### src/rtl/mvu_pkg.sv
// ---------------------------------------------------------------------------
// mvu_pkg
// Shared types and constants for the MVU memory bank controller.
//   bank_e            : bank index (WRAM/DRAM/SRAM/BRAM) carried on ram_* arrays
//   ctrl_state_e      : controller FSM state, also exported on the debug port
//   rsp_tag_t         : per-request tag that rides the response pipeline
//   BANK_SZ / WIN_SZ  : size of one bank slot and of the whole 32 MB window
//   unused_bits_mask  : in-bank offset bits that lie above a RAM's word range
// ---------------------------------------------------------------------------
package mvu_pkg;

  localparam logic [31:0] BANK_SZ = 32'h0080_0000;
  localparam logic [31:0] WIN_SZ  = 32'h0200_0000;

  typedef enum logic [1:0] {
    BANK_WRAM = 2'd0,
    BANK_DRAM = 2'd1,
    BANK_SRAM = 2'd2,
    BANK_BRAM = 2'd3
  } bank_e;

  typedef enum logic {
    ST_INIT  = 1'b0,
    ST_READY = 1'b1
  } ctrl_state_e;

  typedef struct packed {
    bank_e bank;
    logic  we;
    logic  err;
  } rsp_tag_t;

  // Bits [22:ram_aw+2] of the offset: a bank slot is 8 MB but the RAM behind
  // it only covers 2^ram_aw words, so any of these bits set is unmapped.
  function automatic logic [31:0] unused_bits_mask(input int unsigned ram_aw);
    return (BANK_SZ - 32'd1) & ~((32'd1 << (ram_aw + 32'd2)) - 32'd1);
  endfunction

endpackage

### src/rtl/mvu_mem_rsp_pipe.sv
// ---------------------------------------------------------------------------
// mvu_mem_rsp_pipe
// Fixed-latency shift pipeline that carries a valid bit and a tag of any
// packed type, so the response leaves exactly DEPTH cycles after entry.
//   clk_i, rst_ni : clock, asynchronous active-low reset (clears all stages)
//   i_valid/i_tag : entry side, sampled every cycle
//   o_valid/o_tag : exit side, DEPTH cycles later
// ---------------------------------------------------------------------------
module mvu_mem_rsp_pipe #(
  parameter int  DEPTH = 1,
  parameter type tag_t = logic
) (
  input  logic clk_i,
  input  logic rst_ni,
  input  logic i_valid,
  input  tag_t i_tag,
  output logic o_valid,
  output tag_t o_tag
);

  logic r_valid [DEPTH];
  tag_t r_tag   [DEPTH];

  always_ff @(posedge clk_i or negedge rst_ni) begin
    if (!rst_ni) begin
      for (int i = 0; i < DEPTH; i++) begin
        r_valid[i] <= 1'b0;
        r_tag[i]   <= '0;
      end
    end else begin
      r_valid[0] <= i_valid;
      r_tag[0]   <= i_tag;
      for (int i = 1; i < DEPTH; i++) begin
        r_valid[i] <= r_valid[i-1];
        r_tag[i]   <= r_tag[i-1];
      end
    end
  end

  assign o_valid = r_valid[DEPTH-1];
  assign o_tag   = r_tag[DEPTH-1];

endmodule

### src/rtl/mvu_mem_bank_ctrl.sv
// ---------------------------------------------------------------------------
// mvu_mem_bank_ctrl
// Decodes a 32 MB memory window into four bank RAMs (WRAM, DRAM, SRAM, BRAM),
// zero-fills all banks after reset, and returns one in-order response per
// granted request after a fixed RD_LAT cycles.
//
// Ports
//   clk_i, rst_ni            : clock, asynchronous active-low reset
//   mem_req_i / mem_gnt_o    : upstream request / accept
//   mem_we_i, mem_addr_i,
//   mem_strb_i, mem_wdata_i  : request payload (byte address)
//   mem_rdata_o, mem_rvalid_o: response, one per grant, RD_LAT cycles later
//   ram_req_o .. ram_wdata_o : per-bank RAM command (wdata shared)
//   ram_rdata_i              : per-bank RAM read data, RD_LAT after command
//   init_done_o              : high once zero-fill has finished
//   err_o, err_cnt_o         : sticky decode error, saturating error count
//   dbg_state_o              : current FSM state
//
// Handshake: a request transfers in any cycle where mem_req_i and mem_gnt_o
// are both high. During zero-fill mem_gnt_o is held low; afterwards it simply
// follows mem_req_i (no backpressure). Every transfer, read, write or decode
// error, produces exactly one mem_rvalid_o pulse RD_LAT cycles later, in order.
// ---------------------------------------------------------------------------
module mvu_mem_bank_ctrl
  import mvu_pkg::*;
#(
  parameter logic [31:0] BASE_ADDR = 32'h7000_0000,
  parameter int          RAM_AW    = 12,
  parameter int          RD_LAT    = 1,
  parameter bit          INIT_EN   = 1'b1
) (
  input  logic                   clk_i,
  input  logic                   rst_ni,
  input  logic                   mem_req_i,
  output logic                   mem_gnt_o,
  input  logic                   mem_we_i,
  input  logic [31:0]            mem_addr_i,
  input  logic [3:0]             mem_strb_i,
  input  logic [31:0]            mem_wdata_i,
  output logic [31:0]            mem_rdata_o,
  output logic                   mem_rvalid_o,
  output logic [3:0]             ram_req_o,
  output logic [3:0]             ram_we_o,
  output logic [3:0][RAM_AW-1:0] ram_addr_o,
  output logic [3:0][3:0]        ram_be_o,
  output logic [31:0]            ram_wdata_o,
  input  logic [3:0][31:0]       ram_rdata_i,
  output logic                   init_done_o,
  output logic                   err_o,
  output logic [15:0]            err_cnt_o,
  output ctrl_state_e            dbg_state_o
);

  localparam logic [31:0]       HI_MASK   = unused_bits_mask(RAM_AW);
  localparam logic [RAM_AW-1:0] LAST_WORD = '1;

  ctrl_state_e       r_state;
  logic [RAM_AW-1:0] r_init_cnt;
  logic              r_err;
  logic [15:0]       r_err_cnt;

  logic [31:0]       w_off;
  logic [1:0]        w_bank;
  logic [RAM_AW-1:0] w_word;
  logic              w_dec_err;
  logic              w_init_wr;
  logic              w_gnt;
  rsp_tag_t          w_req_tag;
  rsp_tag_t          w_rsp_tag;
  logic              w_rsp_valid;

  // Address decode. Addresses below BASE_ADDR wrap to a huge offset and so
  // fall into the out-of-window error case.
  assign w_off     = mem_addr_i - BASE_ADDR;
  assign w_bank    = w_off[24:23];
  assign w_word    = w_off[RAM_AW+1:2];
  assign w_dec_err = (w_off >= WIN_SZ) || ((w_off & HI_MASK) != 32'd0);

  // Qualified with rst_ni so every port reads zero during reset, including
  // the INIT_EN=0 case where the reset state is already READY.
  assign w_init_wr = rst_ni && (r_state == ST_INIT);
  assign w_gnt     = rst_ni && (r_state == ST_READY) && mem_req_i;

  // RAM command: zero-fill of all banks during INIT, otherwise one bank for a
  // valid granted request, otherwise idle.
  always_comb begin
    ram_req_o   = '0;
    ram_we_o    = '0;
    ram_addr_o  = '0;
    ram_be_o    = '0;
    ram_wdata_o = '0;
    if (w_init_wr) begin
      ram_req_o  = 4'hF;
      ram_we_o   = 4'hF;
      ram_be_o   = '1;
      ram_addr_o = {4{r_init_cnt}};
    end else if (w_gnt && !w_dec_err) begin
      ram_req_o[w_bank]  = 1'b1;
      ram_we_o[w_bank]   = mem_we_i;
      ram_be_o[w_bank]   = mem_strb_i;
      ram_addr_o[w_bank] = w_word;
      ram_wdata_o        = mem_wdata_i;
    end
  end

  // Controller FSM plus error bookkeeping.
  always_ff @(posedge clk_i or negedge rst_ni) begin
    if (!rst_ni) begin
      r_state    <= INIT_EN ? ST_INIT : ST_READY;
      r_init_cnt <= '0;
      r_err      <= 1'b0;
      r_err_cnt  <= '0;
    end else begin
      case (r_state)
        ST_INIT: begin
          // Counter wraps back to zero on the last word, leaving it ready
          // for the next zero-fill.
          r_init_cnt <= r_init_cnt + RAM_AW'(1);
          if (r_init_cnt == LAST_WORD) begin
            r_state <= ST_READY;
          end
        end
        ST_READY: begin
          if (w_gnt && w_dec_err) begin
            r_err <= 1'b1;
            if (r_err_cnt != 16'hFFFF) begin
              r_err_cnt <= r_err_cnt + 16'd1;
            end
          end
        end
        default: r_state <= ST_READY;
      endcase
    end
  end

  // Response path: the tag tells the exit stage which bank to return and
  // whether the response must be forced to zero (write or decode error).
  assign w_req_tag = '{bank: bank_e'(w_bank), we: mem_we_i, err: w_dec_err};

  mvu_mem_rsp_pipe #(
    .DEPTH (RD_LAT),
    .tag_t (rsp_tag_t)
  ) u_rsp_pipe (
    .clk_i   (clk_i),
    .rst_ni  (rst_ni),
    .i_valid (w_gnt),
    .i_tag   (w_req_tag),
    .o_valid (w_rsp_valid),
    .o_tag   (w_rsp_tag)
  );

  assign mem_rvalid_o = w_rsp_valid;
  assign mem_rdata_o  = (w_rsp_valid && !w_rsp_tag.we && !w_rsp_tag.err)
                        ? ram_rdata_i[w_rsp_tag.bank] : 32'h0;

  assign mem_gnt_o   = w_gnt;
  assign init_done_o = rst_ni && (r_state == ST_READY);
  assign err_o       = r_err;
  assign err_cnt_o   = r_err_cnt;
  assign dbg_state_o = r_state;

endmodule

### config.mk
export PLATFORM = sky130hd
export DESIGN_NAME = mvu_mem_bank_ctrl
export DESIGN_NICKNAME = d
export VERILOG_FILES = /design/src/rtl/mvu_pkg.sv /design/src/rtl/mvu_mem_rsp_pipe.sv /design/src/rtl/mvu_mem_bank_ctrl.sv
export SDC_FILE = /design/constraint.sdc
export NUM_CORES = 1
export LEC_CHECK = 0
export ABC_CLOCK_PERIOD_IN_PS = 1900
export BUFFER_PORTS_ARGS = -buffer_cell sky130_fd_sc_hd__clkbuf_2
export CORE_AREA = 2 2 139 141
export DETAILED_ROUTE_END_ITERATION = 16
export DIE_AREA = 0 0 141 143
export HOLD_SLACK_MARGIN = 0.1
export PLACE_DENSITY_LB_ADDON = 0.12
export SYNTH_ARGS = -nofsm -noshare
export SYNTH_HDL_FRONTEND = slang
export SYNTH_SLANG_ARGS = --single-unit
### constraint.sdc
create_clock -name clk_i -period 1.9 [get_ports clk_i]
set_clock_uncertainty 0.15 [all_clocks]
set_input_delay 0.19 -clock clk_i [delete_from_list [all_inputs] [get_ports clk_i]]
set_output_delay 0.19 -clock clk_i [all_outputs]
set_load 0.05 [all_outputs]
==> results of run 1 <==
==> Yosys cell counts (all sizes together) (2+ instances only) <==
master,number
xnor2,16
clkbuf,22
dfrtp,35
xor2,8
o21ai,72
nand3,13
and4,5
mux2,2
mux4,32
nor4,2
nor2b,33
inv,3
nand4,8
ha,2
nand2b,3
nor2,7
nor3,6
and3,35
buf,11
nand2,58
==> cell families (layout without fill, tap and decap cells) <==
group,Yosys count,count (layout),share of synthesized area
AOI/OAI and AO/OA,75,75,0.138
DFF,35,35,0.253
xor gates and xnor gates,24,24,0.0606
adders and majority gates,2,2,0.00722
other,0,3,0
and+or+nand+nor,177,177,0.275
buffers and inverters,36,450,0.0523
muxes,34,34,0.214
==> sequential cells by signal, summed over array words and instances (netlist names) <==
register,cells
r_init_cnt,12
err_o,1
u_rsp_pipe.o_tag,4
dbg_state_o,1
err_cnt_o,16
u_rsp_pipe.o_valid,1
==> timing repair <==
| item | CTS | global route |
|---|---|---|
| setup endpoints to repair | 136 | 146 |
| hold buffers | 4 | 1 |
| resized for setup | 181 | 124 |
| pin swaps | 1 | 20 |
| endpoints found under the hold margin | 38 | 17 |
| setup buffers | 8 | 13 |
| gates cloned | 7 | 5 |
==> layer usage <==
metal / vias up / routed length [um] / GRT usage
met5: - / 12 / 0
met1: 2335 / 6790 / 0.193
met3: 18 / 1570 / 0.0459
met4: 2 / 259 / 0.0337
met2: 244 / 10600 / 0.344
li1: 2239 / - / -
==> power groups by stage <==
stage               Clock [mW]  Combinational, mW  Sequential (mW)
floorplan                    0              0.480            0.764
global placement             0              0.922            0.766
detailed placement           0              0.935            0.766
CTS                      0.991               1.03            0.752
global route              1.03               1.17            0.752
finish                   0.960               1.11            0.752
==> worst max-delay path, stage by stage, from the launching register on <==
cell	delay, ns
dfrtp_2	0.36
and2_4	0.15
nand2_4	0.05
or3_4	0.47
buf_4	0.22
o21ai_4	0.14
clkbuf_8	0.19
==> through the flow <==
step           hold WS [ns]  instances   util
3_3_place_gp          0.111        991  0.430
4_1_cts               0.239       1016  0.491
2_1_floorplan        -0.256        383      -
6_report             0.0928       1034  0.521
3_5_place_dp          0.115        991  0.430
5_1_grt               0.161       1032  0.521
==> cell type report <==
cell class / instances / area share
Sequential cell: 35 / 0.0917
Timing Repair Buffer: 439 / 0.464
Antenna cell: 3 / 0.000775
Clock inverter: 2 / 0.00362
Tap cell: 234 / 0.0302
Clock buffer: 6 / 0.0143
Inverter: 3 / 0.00142
Multi-Input combinational cell: 312 / 0.394
==> worst paths after layout <==
check                                      to  slack, ns
min in group clk_i         u_rsp_pipe.o_valid       0.23
max reg2reg                     err_cnt_o[15]       0.09
max in group asynchronous  u_rsp_pipe.o_valid       0.19
min                             err_cnt_o[13]       0.09
max                            ram_addr_o[26]      -0.30
min reg2reg                             err_o       0.32
==> run metrics, run 1 <==
status=finished, violations left; failing checks=negative setup slack; Iter 0 DRT Violations=around 110; GPL Wtd Cong=0.787; Hold Path Class=in -> async; Post-synth EDFFs=0; Synth Warn #=0; sw power=between 0.8 and 0.9 mW; Least-Margin Pin Slew=0.804 ns; CP Launch Type=register; max-cap violations=0; largest net degree at the start of global routing=34; worst r2r path cells=7; row cnt=50; root buffer cell=clkbuf_16; pins over their slew limit=0; post-synthesis register bit count=35; worst-path fanout max=6; Cell Pwr Density=a little under 300 nW/um^2; synthesized instance count=383; Final #Nets=roughly 1000; mapped cell area=between 3000 and 4000 sq um; most common cell after layout, fill and taps aside=clkbuf_2; Cell variety after synth=35; Worst EP arrival=about 1.9 ns; initial antenna violation count=4; Sw Share=0.291; Filler cells=1611; fmax=roughly 0.45 GHz; Setup CP Type=reg -> out; launch point of the critical path=dbg_state_o; share of synthesized registers carrying an async set or reset=1.00; H-tree Lvls=2; core area=18600 sq um; vias post-DR=slightly below 5k; Synth top area share=0.253; DRT Pass-1 Iters=4; final instance area=just under 10000 sq um; sequential share of power=0.266; register area share after synthesis=0.253; Lkg Pwr=between 4 and 5 nW; CTS clk-pin slew, worst paths=about 0.06 ns; CP required=approximately 1.6 ns; Synth-to-Final Area Change=179%; global-route wire length before repair=about 28 mm; final WL=19.2 mm; routed len/inst=around 19 um; Setup crit end kind=output port; Chip Height=about 140 um; Area contributors post-synth=dfrtp_1 25%, mux4_2 21%, and3_1 6.3%; worst vdd rail ir drop=about 0.33 mV; Detail Route Antenna Nets=0; fin crit share=1.16; Die W=around 140 um; share of cells above drive strength 1=0.851; placed inst area=about 8000 sq um; internal power=2.00 mW; Combinational Power Share=0.394; Post-Place Setup Slack=-0.439 ns; GRT Util Overall=0.177; IO Count=between 300 and 400; vias in the first global route=just over 5k; Clock Sink Count=35; Reg area=between 800 and 900 sq um; unrepaired setup endpoints after global routing=yes; final setup vio count=114; most frequent cells in the layout=224 x clkbuf_2, 83 x buf_12, 68 x o21ai_4; Post-DP HPWL=approximately 15 mm; remaining global-route overflow=0; CTS max path bufs=2; Post-Route Setup TNS=-22.49 ns; post-route total power=between 2 and 3 mW; FF-to-FF Start=err_cnt_o[0]; die area=~20000 sq um; Clk Latency, worst-skew pair=0.27 ns; syn_area_per_cell=a little over 9 sq um; Main synth FF type=dfrtp_1; CTS tree=yes; # DRC=0; Num CTS Buffers=5; Slew HR=0.463; hold violation total from the final report=0; min cycle time layout=approximately 2.2 ns; PortBufs=roughly 350; area of the multi-input gates=between 3000 and 4000 sq um; clock network fraction of total power=0.340; setup ws final=-0.303 ns; post-synth top area cell=dfrtp_1; Net Count, Synth=slightly below 600; vias per std cell=4.68; Initial Utilization=0.187
(Power assumes the default switching activity.)
==> run 2: changes to the inputs <==
Settings changed: ABC_CLOCK_PERIOD_IN_PS 1900 to 2000, CORE_AREA 2 2 139 141 to 2 2 137 139, DIE_AREA 0 0 141 143 to 0 0 139 141.
Clock period 1.9 ns to 2 ns, I/O delays scaled along.
==> run 2 against run 1 <==
The flow still finishes with violations (negative setup slack). Hold slack better by 0.026 ns. Routed wire length down 3.8%. Core utilization down 3.0 points. Clock power down 6.3%. Count of clock-buffer cells in the layout unchanged. Sequential cell count unchanged. Largest power group unchanged. Via count down 4.6%.
==> run metrics, run 2 (synthesized netlist as in run 1, its figures left out) <==
worst vdd rail ir drop=0.280 mV (was 0.331 mV); global-route wire length before repair=27.1 mm (was 27.9 mm); initial antenna violation count=5 (was 4); Chip Height=141 um (was 143 um); vias post-DR=4617 (was 4838); Num CTS Buffers=5 (unchanged); pins over their slew limit=0 (unchanged); CP required=1.65 ns (was 1.56 ns); Least-Margin Pin Slew=0.672 ns (was 0.804 ns); Clk Latency, worst-skew pair=0.27 ns (about the same); Setup CP Type=in -> out (was reg -> out); vias per std cell=4.61 (was 4.68); setup ws final=-0.222 ns (was -0.303 ns); worst-path fanout max=24 (was 6); Worst EP arrival=1.87 ns (was 1.86 ns); routed len/inst=18.5 um (was 18.6 um); root buffer cell=clkbuf_16 (unchanged); GRT Util Overall=0.174 (was 0.177); Largest register FFs=16 (unchanged); IO Count=357 (unchanged); Initial Utilization=0.190 (was 0.187); worst r2r path cells=7 (unchanged); largest net degree at the start of global routing=33 (was 34); Slew HR=0.551 (was 0.463); min cycle time layout=2.22 ns; Die W=139 um (was 141 um); max-cap violations=0 (unchanged); placed inst area=7610 sq um (was 7990 sq um); met2 Track Usage GR=0.338 (was 0.344); vias in the first global route=4845 (was 5040); CTS max path bufs=2 (unchanged); CTS tree=yes (unchanged); failing checks=negative setup slack (unchanged); status=finished, violations left (unchanged); Hold Path Class=in -> async (unchanged); row cnt=50 (unchanged); final WL=18.5 mm (was 19.2 mm); GPL Wtd Cong=0.881 (was 0.787); hold violation total from the final report=0 (unchanged); most frequent cells in the layout=216 x clkbuf_2, 70 x o21ai_4, 69 x buf_12 (was 224 x clkbuf_2, 83 x buf_12, 68 x o21ai_4); # DRC=0 (unchanged); met3 Track Usage GR=0.0445 (was 0.0459); Lkg Pwr=3.98 nW (was 4.38 nW); core area=18300 sq um (was 18600 sq um); Post-Route Setup TNS=-13.97 ns (was -22.49 ns); most common cell after layout, fill and taps aside=clkbuf_2 (unchanged); Setup crit end kind=output port (unchanged); H-tree Lvls=2 (unchanged); Post-DP HPWL=14.7 mm (was 15.1 mm); remaining global-route overflow=0 (unchanged); fin crit share=1.11; Synth-to-Final Area Change=159% (was 179%); final setup vio count=104 (was 114); PortBufs=354 (unchanged); busiest grt layer=met2 (unchanged); DRT Pass-1 Iters=5 (was 4); GR Layer Usage met1=0.192 (was 0.193); die area=19600 sq um (was 20200 sq um); share of cells above drive strength 1=0.824 (was 0.851); Final #Nets=966 (was 998); Iter 0 DRT Violations=146 (was 112); Clock Sink Count=35 (unchanged); CTS clk-pin slew, worst paths=0.06 ns (about the same); Cell Pwr Density=284 nW/um^2 (was 292 nW/um^2); CP Launch Type=input pin (was register); unrepaired setup endpoints after global routing=yes (unchanged); final instance area=8980 sq um (was 9690 sq um); Detail Route Antenna Nets=0 (unchanged); fmax=approximately 0.45 GHz
[run 2: changes by cell type in the layout (fill, tap and decap cells not counted), moves of 3 or more]
cell,delta
nand2_2,+9
nand2_1,+12
buf_6,-7
clkbuf_4,+14
buf_8,-28
nand2_4,-19
buf_16,-3
buf_4,-13
clkbuf_8,+30
buf_12,-14
clkbuf_2,-8
[run 2: cell type report]
cell class / count / area (sq um)
diodes: 2 / 5.00
clock buffers: 6 / 139
clock inverters: 2 / 35.0
fillers: 1650 / 9290
inverters: 3 / 18.8
multi-input cells: 312 / 3630
flip-flops and latches: 35 / 887
well taps: 234 / 293
repair buffers: 407 / 3970
[run 2: what timing repair did]
| action | in CTS | in global routing |
|---|---|---|
| hold endpoints to repair | 37 | 14 |
| hold buffers | 3 | 1 |
| gates resized for setup | 184 | 73 |
| pin swaps | 1 | 2 |
| gates cloned | 4 | 5 |
| buffers inserted | 5 | 7 |
| setup endpoints to repair | 134 | 142 |
[run 2: where the power goes]
group	internal, mW	switching (mW)
registers	0.712	0.00187
logic	0.504	0.437
clock network	0.619	0.281
total	1.83	0.720
[run 2: per-stage QoR]
step	std cells	setup WS [ns]	hold slack (ns)	utilization	total power, mW
floorplan	383	-0.360	-0.246	-	1.18
CTS	990	-0.249	0.180	0.478	2.58
detailed placement	970	-0.330	0.105	0.417	1.57
global placement	970	-0.278	0.103	0.417	1.56
global route	999	-0.294	0.179	0.491	2.66
finish	1001	-0.222	0.119	0.492	2.55
[run 2: worst paths after layout]
kind                                     start                  end  slack (ns)
worst max-delay path            mem_addr_i[25]          ram_be_o[2]       -0.22
worst min-delay path                    rst_ni        err_cnt_o[14]        0.12
worst max register to register    err_cnt_o[0]        err_cnt_o[14]        0.13
worst min register to register           err_o                err_o        0.31
max in group asynchronous               rst_ni          dbg_state_o        0.42
min in group clk_i              mem_addr_i[24]  u_rsp_pipe.o_tag[3]        0.19
[run 2: per-layer routing]
layer | wire length, um | share of wire | up-vias
li1 | - | - | 2168
met4 | 198 | 0.011 | 6
met1 | 6740 | 0.36 | 2214
met5 | 40 | 0.0022 | -
met3 | 1400 | 0.076 | 16
met2 | 10100 | 0.55 | 213
[run 2: critical path: stages]
cell and delay [ns]:
clkbuf_2 0.11, nor4bb_4 0.27, and4_4 0.28, inv_4 0.04, or3_4 0.36, buf_12 0.21
o21ai_4 0.21, buf_12 0.16
==> run 3: changes to the inputs <==
Settings changed: PLACE_DENSITY from default to 0.6, PLACE_DENSITY_LB_ADDON 0.12 to default.
==> run 3 against run 2 <==
Cell area grew 1.2%. Sequential cell count did not move. First-iteration DRC count down 12%. Largest cell class unchanged. Hold slack improved by 0.057 ns. Sequential share of layout area shrank 0.12 points. The flow still finishes with violations (negative setup slack). Fmax is 0.93% higher. Sequential power hardly changed. Die area did not move. Cell count rose by 1.2%. Global-route usage is 0.66 points lower. Clock power down 12%.
==> run metrics, run 3 (synthesized netlist as in run 1, its figures left out) <==
status=finished, violations left (unchanged); failing checks=negative setup slack (unchanged); row cnt=50 (unchanged); routed length on met3=1.05 mm (was 1.40 mm); Setup CP Type=reg -> out (was in -> out); fin crit share=1.10 (was 1.11); most frequent cells in the layout=217 x clkbuf_2, 68 x buf_12, 67 x o21ai_4 (was 216 x clkbuf_2, 70 x o21ai_4, 69 x buf_12); Least-Margin Pin Slew=0.466 ns (was 0.672 ns); Hold Path Class=in -> async (unchanged); DRT Pass-1 Iters=4 (was 5); CTS tree=yes (unchanged); worst r2r path cells=7 (unchanged); fmax=0.454 GHz (was 0.450 GHz); setup ws final=-0.201 ns (was -0.222 ns); Clk Latency, worst-skew pair=0.27 ns (about the same); Post-Place Setup Slack=-0.320 ns (was -0.330 ns); largest net degree at the start of global routing=35 (was 33); share of cells above drive strength 1=0.812 (was 0.824); worst-path cell chain=and2_4 > nand2_4 > or3_4 > buf_12 > o21ai_2 > buf_8 (was clkbuf_2 > nor4bb_4 > and4_4 > inv_4 > or3_4 > buf_12 > o21ai_4 > buf_12); Die W=139 um (unchanged); area of the multi-input gates=3580 sq um (was 3630 sq um); sw power=0.713 mW (was 0.720 mW); sequential share of power=0.289 (was 0.279); pins over their slew limit=0 (unchanged); H-tree Lvls=2 (unchanged); min cycle time layout=2.20 ns (was 2.22 ns); Clock Sink Count=35 (unchanged); vias in the first global route=4853 (was 4845); clock network fraction of total power=0.322 (was 0.352); RR Endpoint=err_cnt_o[10] (was err_cnt_o[14]); cell family with most CP delay=simple AND/OR/NAND/NOR gates (unchanged); worst vdd rail ir drop=0.305 mV (was 0.280 mV); global-route wire length before repair=26.4 mm (was 27.1 mm); vias per std cell=4.64 (was 4.61); placed inst area=7660 sq um (was 7610 sq um); Combinational Power Share=0.389 (was 0.368); CP Launch Type=register (was input pin); met1 WL=6.50 mm (was 6.74 mm); Setup crit end kind=output port (unchanged); CP bufs+invs=2 (was 4); Cell Pwr Density=272 nW/um^2 (was 284 nW/um^2); final instance area=9090 sq um (was 8980 sq um); Chip Height=141 um (unchanged); root buffer cell=clkbuf_16 (unchanged); Synth-to-Final Area Change=162% (was 159%); max-cap violations=0 (unchanged); core area=18300 sq um (unchanged); Lkg Pwr=4.04 nW (was 3.98 nW); final setup vio count=98 (was 104); unrepaired setup endpoints after global routing=yes (unchanged); launch point of the critical path=dbg_state_o (was mem_addr_i[25]); most common cell after layout, fill and taps aside=clkbuf_2 (unchanged); CTS clk-pin slew, worst paths=0.06 ns (about the same); remaining global-route overflow=0 (unchanged); Slew HR=0.687 (was 0.551); Reg area=887 sq um (unchanged); GPL Wtd Cong=0.792 (was 0.881); Post-Route Setup TNS=-11.62 ns (was -13.97 ns); internal power=1.76 mW (was 1.83 mW); die area=19600 sq um (unchanged); IO Count=357 (unchanged); Initial Utilization=0.190 (unchanged); # DRC=0 (unchanged); GRT Util Overall=0.167 (was 0.174); met2 WL post-DR=9.95 mm (was 10.1 mm); Final #Nets=978 (was 966); CTS max path bufs=2 (unchanged); CP max-delay cell=or3_4 (unchanged); vias post-DR=4701 (was 4617); hold violation total from the final report=0 (unchanged); CP required=1.65 ns (about the same); PortBufs=354 (unchanged); Largest register FFs=16 (unchanged); Filler cells=1582 (was 1650); Sw Share=0.289 (was 0.282); routed len/inst=17.8 um (was 18.5 um); Top Metal Used=met4 (was met5); final WL=18.1 mm (was 18.5 mm); initial antenna violation count=2 (was 5); reg2reg setup slack=0.12 ns (was 0.13 ns); Worst path max stage delay=0.42 ns (was 0.36 ns); Detail Route Antenna Nets=0 (unchanged); Post-DP HPWL=13.8 mm (was 14.7 mm); FF-to-FF Start=err_cnt_o[1] (was err_cnt_o[0]); Worst EP arrival=1.85 ns (was 1.87 ns); Num CTS Buffers=5 (unchanged); Iter 0 DRT Violations=128 (was 146); worst-path fanout max=18 (was 24)
run 3: cell types whose count changed in the layout (fill, tap and decap cells not counted), sizes merged:
| cell | change |
|---|---|
| buf | +62 |
| clkbuf | -49 |
| bufinv | -1 |
| clkinv | -1 |
| dlygate4sd3 | +1 |
run 3: cell type report:
cell class,count,area share
Antenna cell,2,0.000551
Clock buffer,8,0.0172
Inverter,3,0.00151
Multi-Input combinational cell,312,0.394
Sequential cell,35,0.0976
Tap cell,234,0.0322
Timing Repair Buffer,419,0.457
run 3: worst min-delay path, cell delays in order:
cell            delay (ns)
clkbuf_2              0.13
dlymetal6s4s_1        0.24
buf_4                 0.18
buf_12                0.22
run 3: timing repair:
item | CTS | global route
pin swaps | 4 | 3
cloned | 1 | 8
hold endpoints to repair | 38 | 1
setup endpoints to repair | 136 | 143
buffers inserted | 3 | 8
hold buffers | 5 | 1
resized for setup | 156 | 145
run 3: how the worst max path moves through the flow:
stage,endpoint,slack (ns),depth (start not counted)
2_1_floorplan,ram_addr_o[26],-0.36,7
3_3_place_gp,ram_be_o[1],-0.28,8
3_5_place_dp,ram_be_o[1],-0.32,8
4_1_cts,ram_be_o[2],-0.22,6
5_1_grt,ram_be_o[2],-0.25,6
6_report,ram_be_o[8],-0.20,6
run 3: stage by stage:
stage	hold slack (ns)	util	cells	power, mW
floorplan	-0.246	-	383	1.18
global placement	-0.128	0.420	977	1.57
detailed placement	-0.127	0.420	977	1.58
CTS	0.221	0.468	994	2.44
global route	0.223	0.498	1013	2.57
finish	0.176	0.498	1013	2.47
run 3: layer usage:
metal | vias up | track usage
met5 | - | 0
met2 | 244 | 0.316
li1 | 2191 | -
met3 | 32 | 0.0302
met4 | 0 | 0.0548
met1 | 2234 | 0.189
run 3: power by group through the flow:
stage / registers, mW / logic, mW / clock network (mW)
final: 0.715 / 0.961 / 0.796
after global routing: 0.715 / 1.01 / 0.848
after CTS: 0.714 / 0.904 / 0.822
after detailed placement: 0.727 / 0.854 / 0
after global placement: 0.727 / 0.843 / 0
after floorplan: 0.726 / 0.455 / 0
